File: src/rtl/pp_net_tx_arbiter.sv
// rtl/pp_net_tx_arbiter.sv - round-robin owner of the shared network TX link for PP requesters
module pp_net_tx_arbiter #(
  parameter int NUM_REQ = 4,
  parameter int SIZE_W  = 11,
  parameter int TIMEOUT = 4096
) (
  input  logic                      clk,
  input  logic                      rst_n,
  input  logic [NUM_REQ-1:0]        req_valid,
  input  logic [NUM_REQ*SIZE_W-1:0] req_size,
  output logic [NUM_REQ-1:0]        req_done,
  output logic [NUM_REQ-1:0]        req_abort,
  output logic [NUM_REQ-1:0]        grant,
  output logic                      net_msg_stored,
  output logic [SIZE_W-1:0]         net_size,
  input  logic                      net_busy_tx,
  input  logic                      net_msg_accessed,
  output logic                      timeout_err,
  output logic [2:0]                state
);

  localparam int IDX_W = (NUM_REQ > 1) ? $clog2(NUM_REQ) : 1;

  typedef enum logic [2:0] {
    IDLE     = 3'd0,
    GRANT    = 3'd1,
    WAIT_ACC = 3'd2,
    RELEASE  = 3'd3
  } state_t;

  state_t           fsm;
  logic [IDX_W-1:0] ptr;
  logic [IDX_W-1:0] owner;
  logic [IDX_W-1:0] sel_idx;
  logic [IDX_W-1:0] cand;
  logic             sel_found;
  logic [31:0]      cnt;
  logic             expire;
  logic [SIZE_W-1:0] size_arr [NUM_REQ];

  always_comb begin
    for (int i = 0; i < NUM_REQ; i++) begin
      size_arr[i] = req_size[i*SIZE_W +: SIZE_W];
    end
  end

  // Search starts one past the last owner so the previous owner is considered last.
  always_comb begin
    sel_found = 1'b0;
    sel_idx   = '0;
    cand      = '0;
    for (int k = 1; k <= NUM_REQ; k++) begin
      cand = IDX_W'((int'(ptr) + k) % NUM_REQ);
      if (!sel_found && req_valid[cand]) begin
        sel_found = 1'b1;
        sel_idx   = cand;
      end
    end
  end

  assign expire = (cnt == 32'(TIMEOUT - 1));
  assign state  = fsm;

  always_ff @(posedge clk) begin
    if (!rst_n) begin
      fsm            <= IDLE;
      ptr            <= IDX_W'(NUM_REQ - 1);
      owner          <= '0;
      cnt            <= '0;
      grant          <= '0;
      net_msg_stored <= 1'b0;
      net_size       <= '0;
      req_done       <= '0;
      req_abort      <= '0;
      timeout_err    <= 1'b0;
    end else begin
      req_done  <= '0;
      req_abort <= '0;
      case (fsm)
        IDLE: begin
          if (sel_found && !net_busy_tx) begin
            owner          <= sel_idx;
            grant          <= NUM_REQ'(1) << sel_idx;
            net_msg_stored <= 1'b1;
            net_size       <= size_arr[sel_idx];
            cnt            <= '0;
            fsm            <= GRANT;
          end
        end
        GRANT: begin
          cnt <= cnt + 32'd1;
          if (expire) begin
            req_abort      <= NUM_REQ'(1) << owner;
            timeout_err    <= 1'b1;
            grant          <= '0;
            net_msg_stored <= 1'b0;
            net_size       <= '0;
            ptr            <= owner;
            fsm            <= IDLE;
          end else if (net_busy_tx) begin
            net_msg_stored <= 1'b0;
            fsm            <= WAIT_ACC;
          end else if (!req_valid[owner]) begin
            grant          <= '0;
            net_msg_stored <= 1'b0;
            net_size       <= '0;
            ptr            <= owner;
            fsm            <= IDLE;
          end
        end
        WAIT_ACC: begin
          cnt <= cnt + 32'd1;
          // A delivery seen on the expiry cycle still counts as delivered.
          if (net_msg_accessed) begin
            req_done <= NUM_REQ'(1) << owner;
            fsm      <= RELEASE;
          end else if (expire) begin
            req_abort      <= NUM_REQ'(1) << owner;
            timeout_err    <= 1'b1;
            grant          <= '0;
            net_msg_stored <= 1'b0;
            net_size       <= '0;
            ptr            <= owner;
            fsm            <= IDLE;
          end
        end
        RELEASE: begin
          if (!net_busy_tx) begin
            grant    <= '0;
            net_size <= '0;
            ptr      <= owner;
            fsm      <= IDLE;
          end
        end
        default: begin
          grant          <= '0;
          net_msg_stored <= 1'b0;
          net_size       <= '0;
          fsm            <= IDLE;
        end
      endcase
    end
  end

endmodule

File: config.mk
export PLATFORM = sky130hd
export DESIGN_NAME = pp_net_tx_arbiter
export DESIGN_NICKNAME = d
export VERILOG_FILES = /design/src/rtl/pp_net_tx_arbiter.sv
export SDC_FILE = /design/constraint.sdc
export NUM_CORES = 1
export LEC_CHECK = 0
export CORE_MARGIN = 2
export CORE_UTILIZATION = 50
export DETAILED_ROUTE_END_ITERATION = 8
export GPL_ROUTABILITY_DRIVEN = 0
export PLACE_DENSITY = 0.79
export SLEW_MARGIN = 40
export SYNTH_ARGS = -nofsm -noshare
export SYNTH_HDL_FRONTEND = slang
export SYNTH_SLANG_ARGS = --single-unit
File: constraint.sdc
create_clock -name clk -period 4 [get_ports clk]
set_clock_uncertainty 0.1 [all_clocks]
set_input_delay 0.6 -clock clk [delete_from_list [all_inputs] [get_ports clk]]
set_output_delay 0.6 -clock clk [all_outputs]
set_load 0.05 [all_outputs]
Yosys cells after proc, flatten, opt, wreduce, memory -nomap -nowiden

Index checks and enable logic that the tools add are counted.

Register bits: 64
Bits of input ports: 52
Output and inout port bits: 28
Logic and storage cells: 125

Add/sub/neg operators: 5
$lt $le $gt $ge: 6
Equal/unequal tests: 12
Shifts and indexed selects: 2
Mux-type cells: 67
Bitwise gates (word level): 2
Reductions and logical operators: 21

Operators by type and width:

| kind                                                | count |
|---|---|
| two-way mux 11 bit                                  | 9 |
| one-hot mux 32 bit (2 select lines)                 | 1 |
| one-hot mux 11 bit (4 select lines)                 | 1 |
| two-way mux 4 bit                                   | 9 |
| adder 32 x 1 -> 32 bit (second input constant)      | 1 |
| == test 32 x 12 -> 1 bit (second input constant)    | 1 |
| two-way mux 32 bit                                  | 1 |
| binary-select mux 11 bit (select 2 bit)             | 1 |
| two-way mux 3 bit                                   | 7 |
| two-way mux 2 bit                                   | 10 |
| two-way mux 1 bit                                   | 17 |
| one-hot mux 4 bit (4 select lines)                  | 1 |
| < comparator 2 x 3 -> 1 bit (second input constant) | 5 |
| one-hot mux 3 bit (4 select lines)                  | 1 |
| AND reduction 6 bit                                 | 2 |
| binary-select mux 1 bit (select 2 bit)              | 5 |
| != test 3 bit (second input constant)               | 3 |
| != test 2 bit (second input constant)               | 4 |
| one-hot mux 4 bit (2 select lines)                  | 1 |
| << shifter 1 x 2 -> 4 bit (first input constant)    | 2 |
| == test 3 x 2 -> 1 bit (second input constant)      | 2 |
| one-hot mux 2 bit (3 select lines)                  | 1 |
| AND reduction 2 bit                                 | 3 |
| AND reduction 5 bit                                 | 1 |
| other kinds (17)                                    | 26 |

Longest topological paths before layout

Gate-level depths: netlist of the first run.

Word-level depth: 19
Depth in mapped cells: 9
Gate-level depth less buffers: 7

Worst setup path before layout of the first run

OpenSTA, ideal clock, no wires.

Kind: register to register
Start point: register fsm[0] (netlist: state[0])
End point: register cnt[27]
Library setup time: 0.070 ns
Arrival time: 2.516 ns
Required time: 3.830 ns
Setup slack: 1.314 ns
Cell stages (with the launch flop): 8
Path buffers: 0
Period minus slack after synthesis: 2.686 ns
Cells stage by stage: dfxtp_1 > inv_1 > ha_1 > inv_1 > o2bb2ai_1 > nand3_1 > or4_1 > a21oi_1

Cells in the longest elaborated chain, start to end: 4
Elaborated cells between the ends (all ways): 8
Those cells by class: eq/ne (3); mux (1); reduce/logical (4)

RTL lines:

| element                                                                 | line | text |
|---|---|---|
| from (decl)                                                             | 31   | `state_t fsm;` |
| from (signal assigned)                                                  | 66   | `fsm <= IDLE;` |
| from (signal assigned)                                                  | 87   | `fsm <= GRANT;` |
| from (signal assigned)                                                  | 99   | `fsm <= IDLE;` |
| == test 3 x 2 -> 1 bit / == test 3 x 1 -> 1 bit (equally long branches) | 79   | `case (fsm)` |
| OR reduction 2 bit (no source line)                                     | --   |  |
| nonzero test 2 bit (no source line)                                     | --   |  |
| AND reduction 2 bit (no source line)                                    | --   |  |
| to (signal assigned)                                                    | 91   | `cnt <= cnt + 32'd1;` |
| to (signal assigned)                                                    | 112  | `cnt <= cnt + 32'd1;` |
| to (decl)                                                               | 37   | `logic [31:0] cnt;` |

Several ways; a longest one is shown, not always the timed one.
A chain may end at the register's enable or synchronous reset.

Worst setup path after layout of the first run

Start point: input port req_valid[3]
End point: register net_size[10]

Cells in the longest elaborated chain, start to end: 18
Elaborated cells between the ends (all ways): 34
Those cells by class: eq/ne (2); mux (23); bitwise (1); reduce/logical (8)

RTL lines:

| element                                               | line | text |
|---|---|---|
| from (decl)                                           | 9    | `input logic [NUM_REQ-1:0] req_valid,` |
| binary-select mux 1 bit (select 2 bit)                | 54   | `if (!sel_found && req_valid[cand]) begin` |
| two-way mux 1 bit (not written as such)               | 54   |  |
| two-way mux 1 bit                                     | 54   |  |
| logical NOT 1 bit                                     | 54   |  |
| logical AND 1 bit                                     | 54   |  |
| two-way mux 1 bit                                     | 54   |  |
| logical NOT 1 bit                                     | 54   |  |
| logical AND 1 bit                                     | 54   |  |
| two-way mux 1 bit                                     | 54   |  |
| logical NOT 1 bit                                     | 54   |  |
| logical AND 1 bit                                     | 54   |  |
| two-way mux 2 bit                                     | 54   |  |
| NOT 2 -> 3 bit (not written as such)                  | 85   | `net_size <= size_arr[sel_idx];` |
| binary-select mux 11 bit (select 2 bit)               | 85   |  |
| two-way mux 11 bit (not written as such) (2 in a row) | 85   |  |
| two-way mux 11 bit                                    | 81   | `if (sel_found && !net_busy_tx) begin` |
| one-hot mux 11 bit (4 select lines)                   | 79   |  |
| to (signal assigned)                                  | 85   |  |
| to (decl)                                             | 15   | `output logic [SIZE_W-1:0] net_size,` |

Several ways; a longest one is shown, not always the timed one. The select of a mux whose other input is x is not followed.

==> results of run 1 <==
## worst min-delay path by stage
stage	from	to	depth (start not counted)
after floorplan	cnt[31]	cnt[31]	2
after global placement	timeout_err	timeout_err	2
after detailed placement	timeout_err	timeout_err	2
after CTS	timeout_err	timeout_err	2
after global routing	timeout_err	timeout_err	2
final	timeout_err	timeout_err	2
## cells in the final DEF, fill, tap and decap left out, types with 4 or more instances in the layout
cell type and count:
a211oi_1 22, buf_4 6, nor3_1 6, nand3_1 13, o31ai_1 6, xnor2_1 15
nand2b_1 4, dfxtp_1 63, nor4_1 17, nand2_1 31, inv_1 12, ha_1 5
a21oi_1 19, a21boi_0 24, xor2_1 7, o211ai_1 8, nor2_1 43, clkbuf_8 10
o21ai_0 4, clkdlybuf4s50_1 78, or4_1 7, nand4_1 14, o21a_1 4, o32ai_2 9
o2111ai_1 7
## cells by family after synthesis
family          after synthesis
flops                        63
xor+xnor                     22
compound gates              124
mux                           4
simple gates                157
fa+ha+maj                     5
other cells                   1
buf+inv                      39
## sequential cells by signal, summed over array words and instances (netlist names)
register / cells
net_msg_stored: 1
req_abort: 4
owner: 2
ptr: 2
cnt: 32
grant: 4
timeout_err: 1
state: 2
net_size: 11
req_done: 4
## per-stage QoR
stage / utilization / cell area, um2 / hold slack [ps] / worst slack (ps)
5_1_grt: 0.674 / 4630 / 400 / 1020
3_3_place_gp: 0.640 / 4390 / 350 / 875
2_1_floorplan: - / 3570 / 354 / 1310
4_1_cts: 0.672 / 4620 / 376 / 1120
3_5_place_dp: 0.640 / 4390 / 356 / 770
6_report: 0.674 / 4630 / 374 / 1090
## worst register-to-register path, cell delays in order, from the launching register on
cell       delay [ps]
dfxtp_1           350
inv_1             100
ha_1              420
nor2b_1           310
o2bb2ai_1         320
nand3_1           390
or4_1             610
a21oi_1           160
## power by group
part	internal [mW]	switching [mW]	total (mW)
registers	0.683	0.0492	0.732
logic	0.301	0.492	0.793
clock network	0.368	0.254	0.622
total	1.35	0.795	2.15
## area by class of cell
type	count	area, um2
multi-input cells	313	2140
clock inverters	5	81.3
clock buffers	11	141
repair buffers	85	837
well taps	96	120
fillers	564	2240
inverters	12	45.0
flip-flops and latches	63	1260
## per-layer routing
metal,vias to the layer above,track usage
met5,-,0
met4,0,0.0840
met3,20,0.0616
met2,121,0.385
met1,1665,0.318
li1,1702,-
==> tab_implementation.tex, run 1 <==
\begin{tabular}{lr}
\hline
Metric & Value \\
\hline
\multicolumn{2}{l}{\textbf{Status}} \\
\quad Result of the run & finished clean \\
\multicolumn{2}{l}{\textbf{Timing}} \\
\quad Time the final worst path needs with I/O delays and setup & just under 3000 ps \\
\quad Number of setup violations in the final report & 0 \\
\quad Fin. max-slew vios & 0 \\
\quad Peak clock frequency supported by timing & 344 MHz \\
\quad Final critical-path share of the clock period & 0.726 \\
\quad Unrepaired setup endpoints after global routing & no \\
\quad Summed negative setup slack over all endpoints & 0 ps \\
\quad Slew @ Worst Pin & $\sim$770 ps \\
\quad Worst-case headroom to the max-slew limit & 0.487 \\
\quad Number of hold violations in the final report & 0 \\
\multicolumn{2}{l}{\textbf{Power}} \\
\quad Leak Pwr & 1.52 nW \\
\quad Total power & 2.15 mW \\
\quad IR Drop Worst-Case VDD & approximately 0.00024 V \\
\quad Pwr/cell area & 464 mW/mm2 \\
\multicolumn{2}{l}{\textbf{Run}} \\
\quad Max-cap violations & 0 \\
\multicolumn{2}{l}{\textbf{Worst setup path}} \\
\quad Reg2reg end & cnt[29] \\
\quad Total buffers and inverters traversed by the critical path & 1 \\
\quad Crit Path Category & input pin to flip-flop \\
\quad Reg-to-Reg Start & state[1] \\
\quad Top Family by Delay on Critical Path & compound AO/OA/AOI/OAI gates \\
\quad Data required, critical path & 4140 ps \\
\quad Highest-delay cell along the critical path & mux4\_2 \\
\quad Register-to-register path setup slack & 1160 ps \\
\quad CP Max Fanout & 11 \\
\quad Critical path depth in cells & 5 \\
\quad Critical path endpoint category & flip-flop \\
\quad Delay contributed by the slowest stage of the critical path & 570 ps \\
\quad CP startpoint & req\_valid[3] \\
\quad Data arrival time at the worst-slack endpoint & 3050 ps \\
\quad Depth of the worst register-to-register path & 7 \\
\quad Critical Path Sink & net\_size[10] \\
\quad Startpoint Class & input pin \\
\quad Chain of cells forming the critical path & clkdlybuf4s50\_1 > mux4\_2 > o31ai\_2 > o2111ai\_2 > o32ai\_1 \\
\multicolumn{2}{l}{\textbf{Synth}} \\
\quad Cell area after technology mapping & 0.00357 mm2 \\
\quad Avg Cell Area, Syn & 8.61 um2 \\
\quad Dominant combinational cell family by area after synthesis & compound AO/OA/AOI/OAI gates \\
\quad Fraction of the mapped netlist area in compound gates & 0.276 \\
\quad Yosys warning total & 0 \\
\quad Number of instances in the synthesized netlist & 415 \\
\quad Number of library cell types mapped by synthesis & 60 \\
\quad XOR/XNOR Fraction of Synth Area & 0.0539 \\
\quad Number of flops mapped to enable cells by yosys & 0 \\
\quad Adder-cell area share of the yosys netlist & 0.0175 \\
\quad Synth Area in Simple Gates & 0.236 \\
\quad Leading cell type by number of instances after synthesis & dfxtp\_1 \\
\quad Fraction of synthesized area in multiplexers & 0.0147 \\
\quad Sequential cell area fraction in the yosys report & 0.353 \\
\quad Fraction of registers with async set or reset after synthesis & 0 \\
\quad Ranking of synthesized cells by instance count & 63 x dfxtp\_1, 43 x nor2\_1, 31 x nand2\_1 \\
\quad Synth area leaders & dfxtp\_1 35\%, a21boi\_0 5.0\%, a211oi\_1 4.6\%, nor2\_1 4.5\%, o32ai\_2 4.1\% \\
\quad Most instantiated flip-flop cell in the synthesis netlist & dfxtp\_1 \\
\quad Most area-hungry cell type in the Yosys netlist & dfxtp\_1 \\
\quad Net Count, Synth & 472 \\
\quad Proportion of netlist area held by the largest area contributor & 0.353 \\
\quad Synthesized flop and latch total & 63 \\
\multicolumn{2}{l}{\textbf{Floorplanning}} \\
\quad Die X & 88.5 um \\
\quad Area of the core & 0.00687 mm2 \\
\quad Starting density of the core & 0.520 \\
\quad Area enclosed by the die boundary & 0.00784 mm2 \\
\quad Die outline height & 88.5 um \\
\quad Row cnt & 30 \\
\quad Top Ports & 80 \\
\multicolumn{2}{l}{\textbf{Global route}} \\
\quad Overall routing resource usage & 0.241 \\
\quad Global-route wire length before repair & about 15000 um \\
\quad Number of antenna violations at the first check in global routing & 0 \\
\quad Global route overflow & 0 \\
\quad Pin count of the biggest net entering global routing & 31 \\
\quad Via count of the first global-routing pass & 3232 \\
\multicolumn{2}{l}{\textbf{Clocking}} \\
\quad CTS Root Cell & clkbuf\_8 \\
\quad Worst skew pair latency & 350 ps \\
\quad Maximum count of clock buffers along a single path & 2 \\
\quad Number of buffers created by CTS & 9 \\
\quad Post-CTS Setup Repair Bufs & 0 \\
\quad Post-CTS sizing & 0 \\
\quad Total number of clock tree sinks & 63 \\
\quad Clock tree from TritonCTS & built \\
\quad CTS clk-pin slew, worst paths & 70 ps \\
\quad Hold buffer count at cts & 0 \\
\quad Clock H-tree levels & 3 \\
\multicolumn{2}{l}{\textbf{Drt}} \\
\quad Sum of met3 wire segment lengths after detailed routing & 544 um \\
\quad Detailed-routing wirelength on met1 & a little over 4000 um \\
\quad Highest routing layer actually used & met4 \\
\quad Number of routed nets with antenna violations & 0 \\
\quad Final WL & 9370 um \\
\quad Vias/cell & 6.00 \\
\quad Remaining routing DRC violations & 0 \\
\quad Met2 WL post-DR & 4510 um \\
\quad Routed length per placed instance & roughly 16 um \\
\quad Starting DRT DRC Count & about 190 \\
\quad Number of iterations in the first detailed-routing pass & 5 \\
\quad Total vias in the final route & 3508 \\
\multicolumn{2}{l}{\textbf{Layout}} \\
\quad Number of diodes added for antenna fixing & 0 \\
\quad Area growth from synthesis to layout & 29.6\% \\
\quad Post-Layout Cell Count & 585 \\
\quad Final net count & 541 \\
\quad Fraction of final layout cells sized beyond drive strength 1 & 0.0900 \\
\multicolumn{2}{l}{\textbf{Place}} \\
\quad IO Port Bufs & 78 \\
\quad Hpwl dp & 6610 um \\
\quad Inst Count DP & 568 \\
\multicolumn{2}{l}{\textbf{Hold path}} \\
\quad Kind of path behind the tightest hold check & flip-flop to flip-flop \\
\hline
\end{tabular}
No activity file was read; power rests on OpenSTA's default activity.
==> inputs of run 2 (changes only) <==
==> constraint.sdc (replaced) <==
create_clock -name clk -period 2.7 [get_ports clk]
set_clock_uncertainty 0.1 [all_clocks]
set_input_delay 0.405 -clock clk [delete_from_list [all_inputs] [get_ports clk]]
set_output_delay 0.405 -clock clk [all_outputs]
set_load 0.05 [all_outputs]
==> run 2 against run 1 <==
- critical path depth increased by 1
- worst setup slack worse by 840 ps
- core utilization rose by 2.9 points
- hold slack better by 9.3 ps
- sequential share of layout area shrank 1.1 points
- largest cell class unchanged
- largest power group unchanged
==> tab_implementation.tex, run 2 (synthesized netlist as in run 1, its figures left out) <==
\begin{tabular}{lr}
\hline
Metric & Value \\
\hline
\multicolumn{2}{l}{\textbf{Clocking}} \\
\quad Worst skew pair latency & 340 ps (about the same) \\
\quad Clock tree from TritonCTS & built \\
\quad Total number of clock tree sinks & 63 (unchanged) \\
\quad Hold buffer count at cts & 0 (unchanged) \\
\quad Maximum count of clock buffers along a single path & 2 (unchanged) \\
\quad Clock H-tree levels & 3 (unchanged) \\
\quad CTS clk-pin slew, worst paths & 70 ps (about the same) \\
\quad Post-CTS Setup Repair Bufs & 0 (unchanged) \\
\quad Number of buffers created by CTS & 9 (unchanged) \\
\quad CTS Root Cell & clkbuf\_8 \\
\multicolumn{2}{l}{\textbf{Layout}} \\
\quad Most common cell after layout, fill and taps aside & clkdlybuf4s50\_1 \\
\quad Final net count & 561 (+3.7\%) \\
\quad Top flop regs & cnt: 32 flops, net\_size: 11 flops \\
\quad FILL cells & 542 (-3.9\%) \\
\quad Area growth from synthesis to layout & 35.1\% \\
\quad Largest register by flop count & cnt \\
\quad Commonest non-fill, non-tap cells in the layout & 78 x clkdlybuf4s50\_1, 63 x dfxtp\_1, 43 x nor2\_1 \\
\quad Post-Layout Cell Count & 605 (+3.4\%) \\
\quad Number of diodes added for antenna fixing & 0 (unchanged) \\
\quad Fraction of final layout cells sized beyond drive strength 1 & 0.130 (+0.0397) \\
\quad Max FFs per register & 32 (unchanged) \\
\multicolumn{2}{l}{\textbf{Power}} \\
\quad Sequential share of power & 0.323 (-0.018) \\
\quad Leak Pwr & 1.64 nW (+7.7\%) \\
\quad IR Drop Worst-Case VDD & 0.000415 V (+72\%) \\
\quad Net Switching & 1.18 mW (+49\%) \\
\quad Relative contribution of the clock network to total power & 0.301 (+0.011) \\
\quad Pwr/cell area & 691 mW/mm2 (+49\%) \\
\quad Fraction of power spent switching nets & 0.354 (-0.0163) \\
\quad Combinational share of power & 0.376 (+0.007) \\
\quad Cell-internal power & 2.15 mW (+59\%) \\
\multicolumn{2}{l}{\textbf{Timing}} \\
\quad Peak clock frequency supported by timing & 409 MHz \\
\quad Summed negative setup slack over all endpoints & 0 ps (unchanged) \\
\quad Number of hold violations in the final report & 0 (unchanged) \\
\quad Time the final worst path needs with I/O delays and setup & about 2400 ps \\
\quad Final critical-path share of the clock period & 0.905 \\
\quad Slew @ Worst Pin & 558 ps (-209 ps) \\
\quad Worst-case headroom to the max-slew limit & 0.625 (+0.139) \\
\quad Fin. max-slew vios & 0 (unchanged) \\
\quad Number of setup violations in the final report & 0 (unchanged) \\
\quad Unrepaired setup endpoints after global routing & no \\
\multicolumn{2}{l}{\textbf{Global route}} \\
\quad Number of antenna violations at the first check in global routing & 0 (unchanged) \\
\quad Global-route wire length before repair & 15100 um (+1.2\%) \\
\quad Via count of the first global-routing pass & 3317 (+2.6\%) \\
\quad Overall routing resource usage & 0.244 (+0.00326) \\
\quad Global route overflow & 0 (unchanged) \\
\quad Pin count of the biggest net entering global routing & 31 (unchanged) \\
\multicolumn{2}{l}{\textbf{Worst setup path}} \\
\quad CP Max Fanout & 11 (unchanged) \\
\quad Crit Path Category & flip-flop to flip-flop \\
\quad Data arrival time at the worst-slack endpoint & 2590 ps (-460 ps) \\
\quad Data required, critical path & 2850 ps (-1290 ps) \\
\quad Critical path endpoint category & flip-flop \\
\quad Startpoint Class & flip-flop \\
\multicolumn{2}{l}{\textbf{Hold path}} \\
\quad Kind of path behind the tightest hold check & flip-flop to flip-flop \\
\multicolumn{2}{l}{\textbf{Floorplanning}} \\
\quad Area of the core & 0.00687 mm2 (unchanged) \\
\quad Row cnt & 30 (unchanged) \\
\quad Die outline height & 88.5 um (unchanged) \\
\quad Top Ports & 80 (unchanged) \\
\quad Starting density of the core & 0.520 (unchanged) \\
\quad Area enclosed by the die boundary & 0.00784 mm2 (unchanged) \\
\quad Die X & 88.5 um (unchanged) \\
\multicolumn{2}{l}{\textbf{Run}} \\
\quad Max-cap violations & 0 (unchanged) \\
\multicolumn{2}{l}{\textbf{Drt}} \\
\quad Number of iterations in the first detailed-routing pass & 5 (unchanged) \\
\quad Final WL & 9380 um (about the same) \\
\quad Total vias in the final route & 3535 (+0.77\%) \\
\quad Routed length per placed instance & 15.5 um (-3.2\%) \\
\quad Starting DRT DRC Count & 148 (-21\%) \\
\quad Vias/cell & 5.84 (-2.6\%) \\
\quad Remaining routing DRC violations & 0 (unchanged) \\
\quad Number of routed nets with antenna violations & 0 (unchanged) \\
\multicolumn{2}{l}{\textbf{Status}} \\
\quad Result of the run & finished clean \\
\multicolumn{2}{l}{\textbf{Place}} \\
\quad IO Port Bufs & 78 (unchanged) \\
\quad Inst Count DP & 589 (+3.7\%) \\
\quad Hpwl dp & 6820 um (+3.1\%) \\
\hline
\end{tabular}
==> run 2: cell types whose count changed in the layout (fill, tap and decap cells not counted), sizes merged <==
| cell | before | now |
|---|---|---|
| clkbuf | 11 | 10 |
| bufinv | 2 | 3 |
| buf | 7 | 27 |
==> run 2: worst paths after layout <==
path | end | cells after the start | slack, ps | start
setup / recovery | net_size[5] | 6 | 260 | cnt[6]
hold / removal | net_size[10] | 2 | 380 | net_size[10]
setup reg to reg | net_size[5] | 6 | 260 | cnt[6]
hold reg to reg | net_size[10] | 2 | 380 | net_size[10]
==> run 2: power groups by stage <==
stage | registers (mW) | logic (mW) | clock network, mW
2_1_floorplan | 1.30 | 0.601 | 0
3_3_place_gp | 1.09 | 1.21 | 0
3_5_place_dp | 1.09 | 1.24 | 0
4_1_cts | 1.08 | 1.25 | 1.01
5_1_grt | 1.09 | 1.35 | 1.05
6_report | 1.08 | 1.25 | 1.00
==> run 2: cell type report <==
type | instances | area (um2) | share of cell area
multi-input cells | 313 | 2150 | 0.445
flip-flops and latches | 63 | 1260 | 0.261
repair buffers | 105 | 1010 | 0.209
clock buffers | 10 | 138 | 0.0285
well taps | 96 | 120 | 0.0249
clock inverters | 6 | 108 | 0.0223
inverters | 12 | 45.0 | 0.00933
==> run 2: worst max-delay path, stage by stage (launching register included) <==
cell	delay, ps
dfxtp_1	420
nand4_2	150
or3_1	560
nor4_4	470
o2111ai_2	140
buf_4	240
o32ai_2	270
==> run 2: what timing repair did <==
item,in CTS,in global routing
endpoints found under the setup margin,0,1
resized for setup,0,1
hold endpoints to repair,0,0
==> run 2: through the flow <==
stage                util  area, um2  hold WS (ps)  total power, mW  setup slack (ps)
finish              0.703       4830           383             3.34               257
global route        0.703       4830           415             3.49              39.7
CTS                 0.702       4820           383             3.33               253
detailed placement  0.666       4580           365             2.33              44.3
global placement    0.666       4580           354             2.31               109
floorplan               -       3570           354             1.90              14.2
==> run 2: per-layer routing <==
layer  vias to the layer above  GRT usage  routed length [um]
li1                       1742          -                   -
met1                      1659      0.315                4200
met2                       117      0.393                4420
met3                        17     0.0765                 598
met4                         0     0.0758                 156
met5                         -          0                   0
